**src/rtl/sd_pkg.sv**
```systemverilog
// Shared definitions for the sigma-delta reading averager.
package sd_pkg;

    localparam int unsigned SD_SAMPLE_W = 33;

    localparam int unsigned AVG_LOG2_DEFAULT = 4;
    localparam logic signed [SD_SAMPLE_W-1:0] OL_LIMIT_DEFAULT = 33'sd1200000000;

    typedef enum logic [1:0] {
        IDLE,
        ACCUM,
        DONE
    } sd_state_e;

endpackage

```
**src/rtl/sd_reading_avg_if.sv**
```systemverilog
// Sample-in / averaged-result-out signal bundle for sd_reading_avg.
interface sd_reading_avg_if;
    import sd_pkg::*;

    logic signed [SD_SAMPLE_W-1:0] sample_in;
    logic                          sample_valid;
    logic                          hold;
    logic                          restart;
    logic                          clear_overrun;
    logic signed [SD_SAMPLE_W-1:0] avg_out;
    logic                          avg_overload;
    logic                          avg_valid;
    logic                          avg_ready;
    logic                          overrun;

    modport master (
        output sample_in, sample_valid, hold, restart, clear_overrun, avg_ready,
        input  avg_out, avg_overload, avg_valid, overrun
    );

    modport slave (
        input  sample_in, sample_valid, hold, restart, clear_overrun, avg_ready,
        output avg_out, avg_overload, avg_valid, overrun
    );

endinterface

```
**src/rtl/sd_round_shift.sv**
```systemverilog
// Block sum -> rounded (half up) average, arithmetic shift by AVG_LOG2, truncated to sample width.
module sd_round_shift
    import sd_pkg::*;
#(
    parameter int unsigned AVG_LOG2 = AVG_LOG2_DEFAULT
) (
    input  logic signed [SD_SAMPLE_W+AVG_LOG2-1:0] acc,
    output logic signed [SD_SAMPLE_W-1:0]          result
);

    localparam int unsigned ACC_W = SD_SAMPLE_W + AVG_LOG2;

    if (AVG_LOG2 == 0) begin : g_pass
        assign result = acc;
    end else begin : g_round
        localparam logic signed [ACC_W:0] HALF = (ACC_W + 1)'(1) <<< (AVG_LOG2 - 1);
        // One guard bit so the rounding bias cannot wrap a full-scale positive sum.
        logic signed [ACC_W:0] biased;
        assign biased = (ACC_W + 1)'(acc) + HALF;
        assign result = SD_SAMPLE_W'(biased >>> AVG_LOG2);
    end

endmodule

```
**src/rtl/sd_reading_avg.sv**
```systemverilog
// Block averager: sums 2^AVG_LOG2 accepted samples, emits a rounded average through a
// single-entry valid/ready output register with a sticky overrun flag.
module sd_reading_avg
    import sd_pkg::*;
#(
    parameter int unsigned                    AVG_LOG2 = AVG_LOG2_DEFAULT,
    parameter logic signed [SD_SAMPLE_W-1:0]  OL_LIMIT = OL_LIMIT_DEFAULT
) (
    input logic             clk,
    input logic             reset,
    sd_reading_avg_if.slave bus
);

    localparam int unsigned ACC_W = SD_SAMPLE_W + AVG_LOG2;
    localparam int unsigned CNT_W = AVG_LOG2 + 1;
    localparam logic [CNT_W-1:0] N_CNT = CNT_W'(1 << AVG_LOG2);

    sd_state_e                     state_q, state_d;
    logic signed [ACC_W-1:0]       acc_q, acc_d, sample_ext;
    logic [CNT_W-1:0]              cnt_q, cnt_d;
    logic                          accept;
    logic signed [SD_SAMPLE_W-1:0] result;
    logic                          overload;
    logic                          done, handshake, load, drop;

    assign accept     = bus.sample_valid & ~bus.hold & ~bus.restart;
    assign sample_ext = ACC_W'(bus.sample_in);

    always_ff @(posedge clk) begin
        if (reset) begin
            state_q <= IDLE;
            acc_q   <= '0;
            cnt_q   <= '0;
        end else begin
            state_q <= state_d;
            acc_q   <= acc_d;
            cnt_q   <= cnt_d;
        end
    end

    always_comb begin
        state_d = state_q;
        acc_d   = acc_q;
        cnt_d   = cnt_q;
        if (bus.restart) begin
            state_d = IDLE;
            acc_d   = '0;
            cnt_d   = '0;
        end else begin
            unique case (state_q)
                // IDLE holds acc=0/count=0, so it shares the accumulate path with ACCUM.
                IDLE, ACCUM: begin
                    if (accept) begin
                        acc_d   = acc_q + sample_ext;
                        cnt_d   = cnt_q + 1'b1;
                        state_d = (cnt_d == N_CNT) ? DONE : ACCUM;
                    end
                end
                DONE: begin
                    state_d = IDLE;
                    acc_d   = '0;
                    cnt_d   = '0;
                    if (accept) begin
                        acc_d   = sample_ext;
                        cnt_d   = CNT_W'(1);
                        state_d = (N_CNT == CNT_W'(1)) ? DONE : ACCUM;
                    end
                end
                default: begin
                    state_d = IDLE;
                    acc_d   = '0;
                    cnt_d   = '0;
                end
            endcase
        end
    end

    sd_round_shift #(
        .AVG_LOG2(AVG_LOG2)
    ) u_round_shift (
        .acc   (acc_q),
        .result(result)
    );

    assign overload  = (result > OL_LIMIT) || (result < -OL_LIMIT);
    assign done      = (state_q == DONE);
    assign handshake = bus.avg_valid & bus.avg_ready;
    assign load      = done & (~bus.avg_valid | handshake);
    assign drop      = done & ~load;

    always_ff @(posedge clk) begin
        if (reset) begin
            bus.avg_out      <= '0;
            bus.avg_overload <= 1'b0;
            bus.avg_valid    <= 1'b0;
            bus.overrun      <= 1'b0;
        end else begin
            if (load) begin
                bus.avg_out      <= result;
                bus.avg_overload <= overload;
                bus.avg_valid    <= 1'b1;
            end else if (handshake) begin
                bus.avg_valid <= 1'b0;
            end
            bus.overrun <= drop | (bus.overrun & ~bus.clear_overrun);
        end
    end

endmodule

```
**src/flat_wrapper.sv**
```systemverilog
// flat-port wrapper written by rule: the top's interface ports become plain ports
module sd_reading_avg_flat import sd_pkg::*;
#(
    parameter int unsigned                    AVG_LOG2 = AVG_LOG2_DEFAULT,
    parameter logic signed [SD_SAMPLE_W-1:0]  OL_LIMIT = OL_LIMIT_DEFAULT
)
  (clk, reset, bus_sample_in, bus_sample_valid, bus_hold, bus_restart, bus_clear_overrun, bus_avg_ready, bus_avg_out, bus_avg_overload, bus_avg_valid, bus_overrun);
  sd_reading_avg_if bus_i ();
  input logic clk;
  input logic reset;
  input wire logic [$bits(bus_i.sample_in)-1:0] bus_sample_in;
  input wire logic [$bits(bus_i.sample_valid)-1:0] bus_sample_valid;
  input wire logic [$bits(bus_i.hold)-1:0] bus_hold;
  input wire logic [$bits(bus_i.restart)-1:0] bus_restart;
  input wire logic [$bits(bus_i.clear_overrun)-1:0] bus_clear_overrun;
  input wire logic [$bits(bus_i.avg_ready)-1:0] bus_avg_ready;
  output wire logic [$bits(bus_i.avg_out)-1:0] bus_avg_out;
  output wire logic [$bits(bus_i.avg_overload)-1:0] bus_avg_overload;
  output wire logic [$bits(bus_i.avg_valid)-1:0] bus_avg_valid;
  output wire logic [$bits(bus_i.overrun)-1:0] bus_overrun;
  assign bus_i.sample_in = bus_sample_in;
  assign bus_i.sample_valid = bus_sample_valid;
  assign bus_i.hold = bus_hold;
  assign bus_i.restart = bus_restart;
  assign bus_i.clear_overrun = bus_clear_overrun;
  assign bus_i.avg_ready = bus_avg_ready;
  assign bus_avg_out = bus_i.avg_out;
  assign bus_avg_overload = bus_i.avg_overload;
  assign bus_avg_valid = bus_i.avg_valid;
  assign bus_overrun = bus_i.overrun;
  sd_reading_avg #(.AVG_LOG2(AVG_LOG2), .OL_LIMIT(OL_LIMIT)) u_core (.clk(clk), .reset(reset), .bus(bus_i));
endmodule
```
**config.mk**
```make
export PLATFORM = sky130hd
export DESIGN_NAME = sd_reading_avg_flat
export DESIGN_NICKNAME = d
export VERILOG_FILES = /design/src/rtl/sd_pkg.sv /design/src/rtl/sd_reading_avg_if.sv /design/src/rtl/sd_round_shift.sv /design/src/rtl/sd_reading_avg.sv /design/src/flat_wrapper.sv
export SDC_FILE = /design/constraint.sdc
export NUM_CORES = 1
export LEC_CHECK = 0
export CORE_MARGIN = 3
export CORE_UTILIZATION = 40
export CTS_BUF_LIST = sky130_fd_sc_hd__clkbuf_4 sky130_fd_sc_hd__clkbuf_8
export DETAILED_ROUTE_END_ITERATION = 12
export MAX_ROUTING_LAYER = met4
export PLACE_DENSITY = 0.68
export REMOVE_ABC_BUFFERS = 1
export SYNTH_ARGS = -nofsm -noshare
export SYNTH_HDL_FRONTEND = slang
export SYNTH_HIERARCHICAL = 1
export SYNTH_SLANG_ARGS = --single-unit
```
**constraint.sdc**
```tcl
create_clock -name clk -period 5.6 [get_ports clk]
set_input_delay 0.84 -clock clk [delete_from_list [all_inputs] [get_ports clk]]
set_output_delay 0.84 -clock clk [all_outputs]
set_load 0.05 [all_outputs]
```
==> results of run 1 <==
## routing by layer
metal | vias to the layer above | global-route usage
li1 | 2975 | -
met1 | 2715 | 0.300
met2 | 251 | 0.321
met3 | 29 | 0.0209
met4 | 0 | 0.0744
met5 | - | -
## final cells by class
| type | instances | area, um2 |
|---|---|---|
| Timing Repair Buffer | 81 | 796 |
| Tap cell | 180 | 225 |
| Multi-Input combinational cell | 650 | 4110 |
| Sequential cell | 80 | 1600 |
| Clock buffer | 10 | 138 |
| Clock inverter | 5 | 81.3 |
| Inverter | 7 | 26.3 |
| Fill cell | 1433 | 7170 |
## layout by cell type (no fill, tap or decap), drive strengths merged, types with 5 or more instances in the layout
cell type and n:
a21o 20, xnor2 40, nand2 122, a22oi 8
nand4 27, nand3 27, xor2 24, nand2b 8
nor3 12, a21oi 93, clkbuf 10, nor2b 5
nor4 8, nor2 70, ha 38, a222oi 16
dfxtp 80, buf 6, a211oi 10, and3 9
a31oi 13, o21ai 33, inv 7, clkdlybuf4s50 75
## worst max-delay path by stage
stage | end | from
after CTS | u_core/bus.avg_overload | u_core/acc_q[4]
after detailed placement | u_core/acc_q[24] | bus_sample_in[0]
after floorplan | u_core/acc_q[31] | bus_hold
after global placement | u_core/acc_q[24] | bus_sample_in[0]
after global routing | u_core/bus.avg_overload | u_core/acc_q[4]
final | u_core/bus.avg_overload | u_core/acc_q[4]
## power by group through the flow
stage | clock, mW | sequential [mW] | combinational [mW]
global route | 0.525 | 0.583 | 0.205
finish | 0.494 | 0.582 | 0.187
CTS | 0.503 | 0.582 | 0.184
detailed placement | 0 | 0.596 | 0.183
global placement | 0 | 0.595 | 0.182
floorplan | 0 | 0.592 | 0.112
## state kept, by name, indices dropped and copies added, names as in the netlist
name / cells
u_core/acc_q: 37
u_core/bus.avg_out: 33
u_core/bus.avg_overload: 1
u_core/bus.avg_valid: 1
u_core/bus.overrun: 1
u_core/cnt_q: 5
u_core/state_q: 2
## metrics by stage
step | std cells | utilization | setup WS (ps) | instance area, um2
after floorplan | 737 | - | 2150 | 5730
after detailed placement | 998 | 0.478 | 1680 | 6760
final | 1013 | 0.493 | 1820 | 6980
after global placement | 998 | 0.478 | 1700 | 6760
after global routing | 1013 | 0.493 | 1430 | 6980
after CTS | 1013 | 0.493 | 1850 | 6980
## cells by family after synthesis
| kind of cell | Yosys count | share of synthesized area |
|---|---|---|
| buffers and inverters | 50 | 0.0339 |
| AOI/OAI and AO/OA | 235 | 0.260 |
| and+or+nand+nor | 311 | 0.254 |
| adders and majority gates | 39 | 0.0839 |
| muxes | 1 | 0.00170 |
| xor gates and xnor gates | 64 | 0.0950 |
| DFF | 80 | 0.271 |
## synthesized netlist by cell type (all sizes together), types with 5 or more instances
library cell | number | area (um2)
nor4 | 8 | 71.3
a21oi | 93 | 469
nand2b | 8 | 50.1
a22oi | 8 | 65.1
a31oi | 13 | 81.3
a222oi | 16 | 160
xor2 | 24 | 210
nor3 | 12 | 70.1
dfxtp | 80 | 1600
a21o | 20 | 150
xnor2 | 40 | 350
a211oi | 10 | 80.1
nand4 | 27 | 175
o21ai | 33 | 165
nand2 | 122 | 458
clkbuf | 38 | 144
inv | 7 | 26.3
buf | 5 | 30.0
ha | 38 | 475
and3 | 9 | 56.3
nor2b | 5 | 31.3
nand3 | 27 | 135
nor2 | 70 | 263
## worst reg2reg max path, stage by stage (launching register included)
cell and delay, ps:
dfxtp_1 470, ha_1 260, nand2_1 90, nor3_2 690, nand4_1 200, xnor2_1 260, nand2_1 120, nor4_1 230
and3_1 190, a41oi_1 170, a2111o_1 460, a211oi_1 230, a311oi_1 80, a21oi_1 170, nor2_1 60
==> flow_summary.yaml, run 1 <==
outcome:
  status: "finished, final reports clean"
worst_setup_path:
  cp-start-kind: "flip-flop"
  cp_slowest_cell: "nor3_2"
  cp_top_family: "simple AND/OR/NAND/NOR gates"
  r2r_cells: 14
  worstPathCellList: "ha_1 > nand2_1 > nor3_2 > nand4_1 > xnor2_1 > nand2_1 > nor4_1 > and3_1 > a41oi_1 > a2111o_1 > a211oi_1 > a311oi_1 > a21oi_1 > nor2_1"
  worstReg2RegStart: "u_core/acc_q[4]"
  path_depth: 14
  critical_path_required_ps: 5850
  ff2ff_setup_slack_ps: 1820
  arrival_ps: 4030
  crit_type: "flip-flop to flip-flop"
  crit_path_end_kind: "flip-flop"
  r2r_end: "u_core/bus.avg_overload"
  max_stage_delay_ps: 690
  worstPathMaxFanout: 13
  crit_buf_inv: 0
  crit_top_cell: "nand2_1"
logic_synthesis:
  synth_cell_types: 75
  ys_seq_area_frac: 0.271
  synth_edf_count: 0
  synth_area_um2: 5900
  ys_ff_latch: 80
  ys.flop_type: "dfxtp_1"
  syn_area_per_cell_um2: 7.57
  synthCells: 780
  synthArstFlopShare: 0
  ys.warnings.count: 6
sta:
  fmax_ghz: 0.264
  fin_crit_sh: 0.675
  clock_skew_ps: 8.14
  worst_slew_pin_slew_ps: 1150
  setup_violations: 0
  slew_headroom: 0.233
  drv_slew: 0
  hold_viol: 0
  period_minus_slack_ps: 3780
  worst_hold_slack_ps: 456
  tns_ps: 0
  rsz0062_at_grt: "no"
clock_network:
  cts_tree: "done"
  h-tree-depth: 3
  cts_hold_buf: 0
  cts_setup_buffers: 0
  clockBufferDepth: 2
  clk_latency_ps: 370
  ctsResizeCount: 0
  cts_sinks: 80
  cts.clk_slew.worst_paths_ps: 80
  cts_buffers: 9
  cts_root_buffer: "clkbuf_8"
pwr:
  swShare: 0.276
  clkPwrFrac: 0.391
  power_frac_comb: 0.148
  p_sw_uw: 349
  irDropWorstVdd_v: 0.000111
  pwr-share-seq: 0.461
  total_leakage_power_nw: 2.61
  p_int_uw: 915
  powerDensity_nw_per_um2: 181
  power_mw: 1.26
global_route:
  grt-ovfl-total: 0
  grt_max_degree: 40
  grt_pass1_wl_um: 27600
  grt_pass1_vias: 5444
  antenna_found_initial: 0
  grt_use_total: 0.214
drt:
  initialDrtViolationCount: 603
  first_pass_iters: 6
  vias: 5970
  topRoutingLayerUsed: "met4"
  wl_per_cell_um: 16.7
  drc: 0
  wl_met3_um: 1200
  route.met2.wl_um: 7340
  antenna_left: 0
  routed_via_density: 5.89
  drt-met1-wl_um: 7970
  wl_um: 16900
floorplan:
  die_h_um: 127
  io-pin-count: 76
  core_area_um2: 14100
  die_w_um: 127
  initial_core_util: 0.417
  row_count: 43
  dieArea_um2: 16300
finish:
  drive_gt1_frac: 0.0516
  diodes: 0
  fin_nets: 908
  area_delta_synth_final_pct: 18.2
worst_hold_path:
  whs_endpoint: "u_core/bus.avg_out[10]"
  holdPathStages: 2
  min-delay-start: "u_core/bus.avg_out[10]"
  hp-class: "flip-flop to flip-flop"
place:
  finalWeightedCongestion: 0.926
  io_buffers: 75
  post-dp-hpwl_um: 12600
run:
  max_cap_viol_count: 0
(Power assumes the default switching activity.)
==> inputs of run 2 (changes only) <==
==> constraint.sdc (replaced) <==
create_clock -name clk -period 3.5 [get_ports clk]
set_input_delay 0.525 -clock clk [delete_from_list [all_inputs] [get_ports clk]]
set_output_delay 0.525 -clock clk [all_outputs]
set_load 0.05 [all_outputs]
==> run 2 against run 1 <==
Non-clock buffer count rose by 35. Sequential cell count unchanged. Core utilization up 2.0 points. Design area is 4.0% higher. Sequential share of layout area down 0.83 points. Global-route usage up 1.0 points. Clock power grew 57%. Via count grew 1.9%.
==> flow_summary.yaml, run 2 (synthesis results as in run 1) <==
worst_setup_path:
  max_stage_delay_ps: 470
  worstPathMaxFanout: 6
  critical_path_required_ps: 3750
  crit_type: "flip-flop to flip-flop"
  crit_buf_inv: 1
  ff2ff_setup_slack_ps: 150
  cp_top_family: "simple AND/OR/NAND/NOR gates"
  crit_path_end_kind: "flip-flop"
  worstPathCellList: "nand4_2 > nor4_4 > buf_4 > nand3_1 > xnor2_1 > nor4_1 > a41oi_1 > a2111o_1 > a211oi_1 > a311oi_1 > a21oi_1 > nor2_1"
  cp-start-kind: "flip-flop"
  arrival_ps: 3600
  cp_slowest_cell: "a2111o_1"
sta:
  fin_crit_sh: 0.957
  drv_slew: 0
  period_minus_slack_ps: 3350
  setup_violations: 0
  hold_viol: 0
  fmax_ghz: 0.299
  clock_skew_ps: 10.1
  slew_headroom: 0.412
  worst_slew_pin_slew_ps: 879
finish:
  fin_nets: 943
  largest_register_ffs: 37
  area_delta_synth_final_pct: 22.9
  layout.cells.non_filler: 1048
  diodes: 0
  top_register: "u_core/acc_q"
  fin_util: 0.513
  final_common_cell: "nand2_1"
  drive_gt1_frac: 0.0956
  top_regs: "u_core/acc_q x37, u_core/bus.avg_out x33, u_core/cnt_q x5"
  final_cell_mix: "nand2_1, a21oi_1, dfxtp_1"
drt:
  first_pass_iters: 7
  drc: 0
  vias: 6082
  initialDrtViolationCount: 450
  antenna_left: 0
  wl_um: 17800
  routed_via_density: 5.80
  wl_per_cell_um: 17.0
floorplan:
  die_h_um: 127
  initial_core_util: 0.417
  core_area_um2: 14100
  die_w_um: 127
  row_count: 43
  dieArea_um2: 16300
  io-pin-count: 76
clock_network:
  cts.clk_slew.worst_paths_ps: 80
  cts_hold_buf: 0
  h-tree-depth: 3
  clk_latency_ps: 380
  cts_tree: "done"
  cts_sinks: 80
  cts_buffers: 9
  ctsResizeCount: 0
  cts_setup_buffers: 0
  cts_root_buffer: "clkbuf_8"
  clockBufferDepth: 2
place:
  post-dp-hpwl_um: 13500
  placed_cells: 1033
  io_buffers: 75
  finalWeightedCongestion: 0.991
pwr:
  powerDensity_nw_per_um2: 279
  irDropWorstVdd_v: 0.000229
  total_leakage_power_nw: 2.81
  power_mw: 2.03
global_route:
  antenna_found_initial: 0
  grt_max_degree: 37
  grt-ovfl-total: 0
  grt_use_total: 0.224
  grt_pass1_vias: 5514
  grt_pass1_wl_um: 28600
outcome:
  status: "finished, final reports clean"
worst_hold_path:
  hp-class: "flip-flop to flip-flop"
run:
  max_cap_viol_count: 0
## run 2: changes by cell type in the layout (fill, tap and decap cells not counted)
cell | previous run | this run
inv_6 | 0 | 2
xnor2_2 | 0 | 2
clkbuf_8 | 10 | 9
dfxtp_1 | 80 | 77
xnor2_1 | 40 | 38
dfxtp_2 | 0 | 3
buf_4 | 6 | 41
clkinvlp_4 | 1 | 0
## run 2: final timing paths
kind | from | endpoint | depth (start not counted)
max | u_core/acc_q[8] | u_core/bus.avg_overload | 12
min | u_core/bus.avg_out[0] | u_core/bus.avg_out[0] | 2
max reg2reg | u_core/acc_q[8] | u_core/bus.avg_overload | 12
min reg2reg | u_core/bus.avg_out[0] | u_core/bus.avg_out[0] | 2
## run 2: through the flow
step | area [um2] | setup slack [ps] | setup TNS, ps | hold WS [ps]
3_5_place_dp | 7020 | -26.5 | -26.5 | 448
5_1_grt | 7260 | -5.71 | -5.71 | 483
6_report | 7260 | 150 | 0 | 457
3_3_place_gp | 7020 | 9.48 | 0 | 442
4_1_cts | 7240 | 118 | 0 | 460
2_1_floorplan | 5730 | 367 | 0 | 479
## run 2: worst min-delay path, cell delays in order, from the launching register on
cell     delay [ps]
dfxtp_1         310
nand2_1          50
a21oi_1          50
## run 2: power by group
group / internal (mW) / switching (mW)
combinational: 0.138 / 0.182
sequential: 0.917 / 0.0105
clock: 0.403 / 0.375
total: 1.46 / 0.567
## run 2: layer usage
metal,up-vias,track usage,wire (um)
li1,3036,-,-
met1,2739,0.303,8120
met2,270,0.331,7730
met3,37,0.0443,1510
met4,0,0.0833,469
met5,-,-,0
## run 2: cell type report
class | count | area [um2]
fill | 1384 | 6890
sequential | 80 | 1610
inverter | 7 | 26.3
multi-input combinational | 650 | 4130
clock inverter | 6 | 91.3
clock buffer | 9 | 124
tap | 180 | 225
timing repair buffer | 116 | 1060
==> inputs of run 3 (changes only) <==
--- a/config.mk
+++ b/config.mk
@@ -6,11 +6,11 @@
 export NUM_CORES = 1
 export LEC_CHECK = 0
 export CORE_MARGIN = 3
-export CORE_UTILIZATION = 40
+export CORE_UTILIZATION = 58
 export CTS_BUF_LIST = sky130_fd_sc_hd__clkbuf_4 sky130_fd_sc_hd__clkbuf_8
 export DETAILED_ROUTE_END_ITERATION = 12
 export MAX_ROUTING_LAYER = met4
-export PLACE_DENSITY = 0.68
+export PLACE_DENSITY = 0.9
 export REMOVE_ABC_BUFFERS = 1
 export SYNTH_ARGS = -nofsm -noshare
 export SYNTH_HDL_FRONTEND = slang
==> run 3 against run 2 <==
Sequential share of layout area increased by 0.080 points. Sequential power hardly changed. Sequential cell count unchanged. Wire length increased by 6.7%. Clock-buffer cell count is 2 higher. Core utilization grew 22 points. Total power shrank 5.5%. Global-route usage up 12 points. Highest routed layer unchanged. Critical endpoint unchanged. Fmax shrank 0.66%. Register-to-register slack got worse by 20 ps.
==> flow_summary.yaml, run 3 (synthesis results as in run 1) <==
floorplan:
  core_area_um2: 9820
  io-pin-count: 76
  die_w_um: 107
  initial_core_util: 0.601
  die_h_um: 107
  row_count: 36
  dieArea_um2: 11400
pwr:
  swShare: 0.295
  total_leakage_power_nw: 2.86
  powerDensity_nw_per_um2: 264
  pwr-share-seq: 0.485
  clkPwrFrac: 0.344
  power_frac_comb: 0.171
  p_int_mw: 1.35
  irDropWorstVdd_v: 0.000209
  p_sw_uw: 564
sta:
  worst_hold_slack_ps: 459
  slew_headroom: 0.640
  setup_violations: 0
  clock_skew_ps: 16.5
  layout_setup_ws_ps: 128
  fin_crit_sh: 0.963
  drv_slew: 0
  hold_viol: 0
  fmax_ghz: 0.297
  worst_slew_pin_slew_ps: 535
  period_minus_slack_ps: 3370
global_route:
  grt_pass1_vias: 6198
  grt_use_total: 0.344
  antenna_found_initial: 0
  grt_max_degree: 37
  grt_pass1_wl_um: 30900
  grt-ovfl-total: 0
outcome:
  status: "finished, final reports clean"
drt:
  initialDrtViolationCount: 774
  drc: 0
  first_pass_iters: 7
  vias: 6524
  wl_um: 19000
  antenna_left: 0
  wl_per_cell_um: 18.9
  routed_via_density: 6.47
finish:
  diodes: 0
  largest_register_ffs: 37
  drive_gt1_frac: 0.109
  top_regs: "u_core/acc_q x37, u_core/bus.avg_out x33, u_core/cnt_q x5"
  fin_nets: 949
  top_register: "u_core/acc_q"
  final_cell_mix: "nand2_1, a21oi_1, clkdlybuf4s50_1, dfxtp_1, nor2_1"
  nFillCells: 766
  final_common_cell: "nand2_1"
  layout.cells.non_filler: 1008
  area_delta_synth_final_pct: 22.7
clock_network:
  cts.clk_slew.worst_paths_ps: 100
  clk_latency_ps: 360
  cts_sinks: 80
  cts_root_buffer: "clkbuf_8"
  clockBufferDepth: 2
  h-tree-depth: 3
  cts_tree: "done"
  cts_buffers: 9
place:
  pre_cts_ws_ps: -70.6
  io_buffers: 75
  placed_cells: 991
  finalWeightedCongestion: 1.03
  post-dp-hpwl_um: 14500
worst_setup_path:
  arrival_ps: 3610
  critical_path_required_ps: 3740
  cp-start-kind: "flip-flop"
  worstPathMaxFanout: 5
  crit_path_end_kind: "flip-flop"
  crit_type: "flip-flop to flip-flop"
run:
  max_cap_viol_count: 0
worst_hold_path:
  hp-class: "flip-flop to flip-flop"
-- run 3: repair_timing --
item                                    CTS  global route
setup buffers                             0             1
gates resized for setup                   0            11
endpoints found under the setup margin    0             1
hold buffers                              0             0
-- run 3: power groups by stage --
stage               sequential, mW  combinational, mW  clock [mW]
floorplan                    0.948              0.180           0
global placement             0.948              0.308           0
detailed placement           0.949              0.316           0
CTS                          0.927              0.318       0.658
global route                 0.929              0.354       0.699
finish                       0.928              0.327       0.659
-- run 3: per-layer routing --
metal / vias up / GRT usage / share of wire
li1: 3064 / - / -
met1: 3090 / 0.453 / 0.43
met2: 314 / 0.545 / 0.45
met3: 56 / 0.0470 / 0.084
met4: 0 / 0.124 / 0.033
met5: - / - / 0
-- run 3: critical path, cell delays in order (launching register included) --
cell and delay [ps]:
dfxtp_1 460, nand4_2 210, nor4_4 410, nand4_1 200, xnor2_2 260, nor4bb_1 310
and3_1 200, a41oi_1 210, a2111o_1 470, a211oi_1 240, a311oi_1 80, a21oi_1 140
nor2_1 50
-- run 3: metrics by stage --
stage	cell area [um2]	TNS, ps	util	power (mW)
after CTS	7190	0	0.732	1.90
final	7240	0	0.738	1.91
after global routing	7240	-35.1	0.738	1.98
after detailed placement	7000	-89.9	0.713	1.26
after floorplan	5730	0	-	1.13
after global placement	7000	0	0.713	1.26
-- run 3: layout make-up --
| type | count | area [um2] | share of cell area |
|---|---|---|---|
| Clock buffer | 11 | 145 | 0.0200 |
| Clock inverter | 5 | 38.8 | 0.00536 |
| Inverter | 7 | 26.3 | 0.00363 |
| Multi-Input combinational cell | 650 | 4150 | 0.574 |
| Sequential cell | 80 | 1610 | 0.222 |
| Tap cell | 133 | 166 | 0.0230 |
| Timing Repair Buffer | 122 | 1100 | 0.152 |
-- run 3: final timing paths --
kind / start / endpoint / slack, ps / depth (start not counted)
setup / recovery: u_core/acc_q[8] / u_core/bus.avg_overload / 130 / 12
hold / removal: u_core/bus.avg_out[17] / u_core/bus.avg_out[17] / 460 / 2
setup reg to reg: u_core/acc_q[8] / u_core/bus.avg_overload / 130 / 12
hold reg to reg: u_core/bus.avg_out[17] / u_core/bus.avg_out[17] / 460 / 2
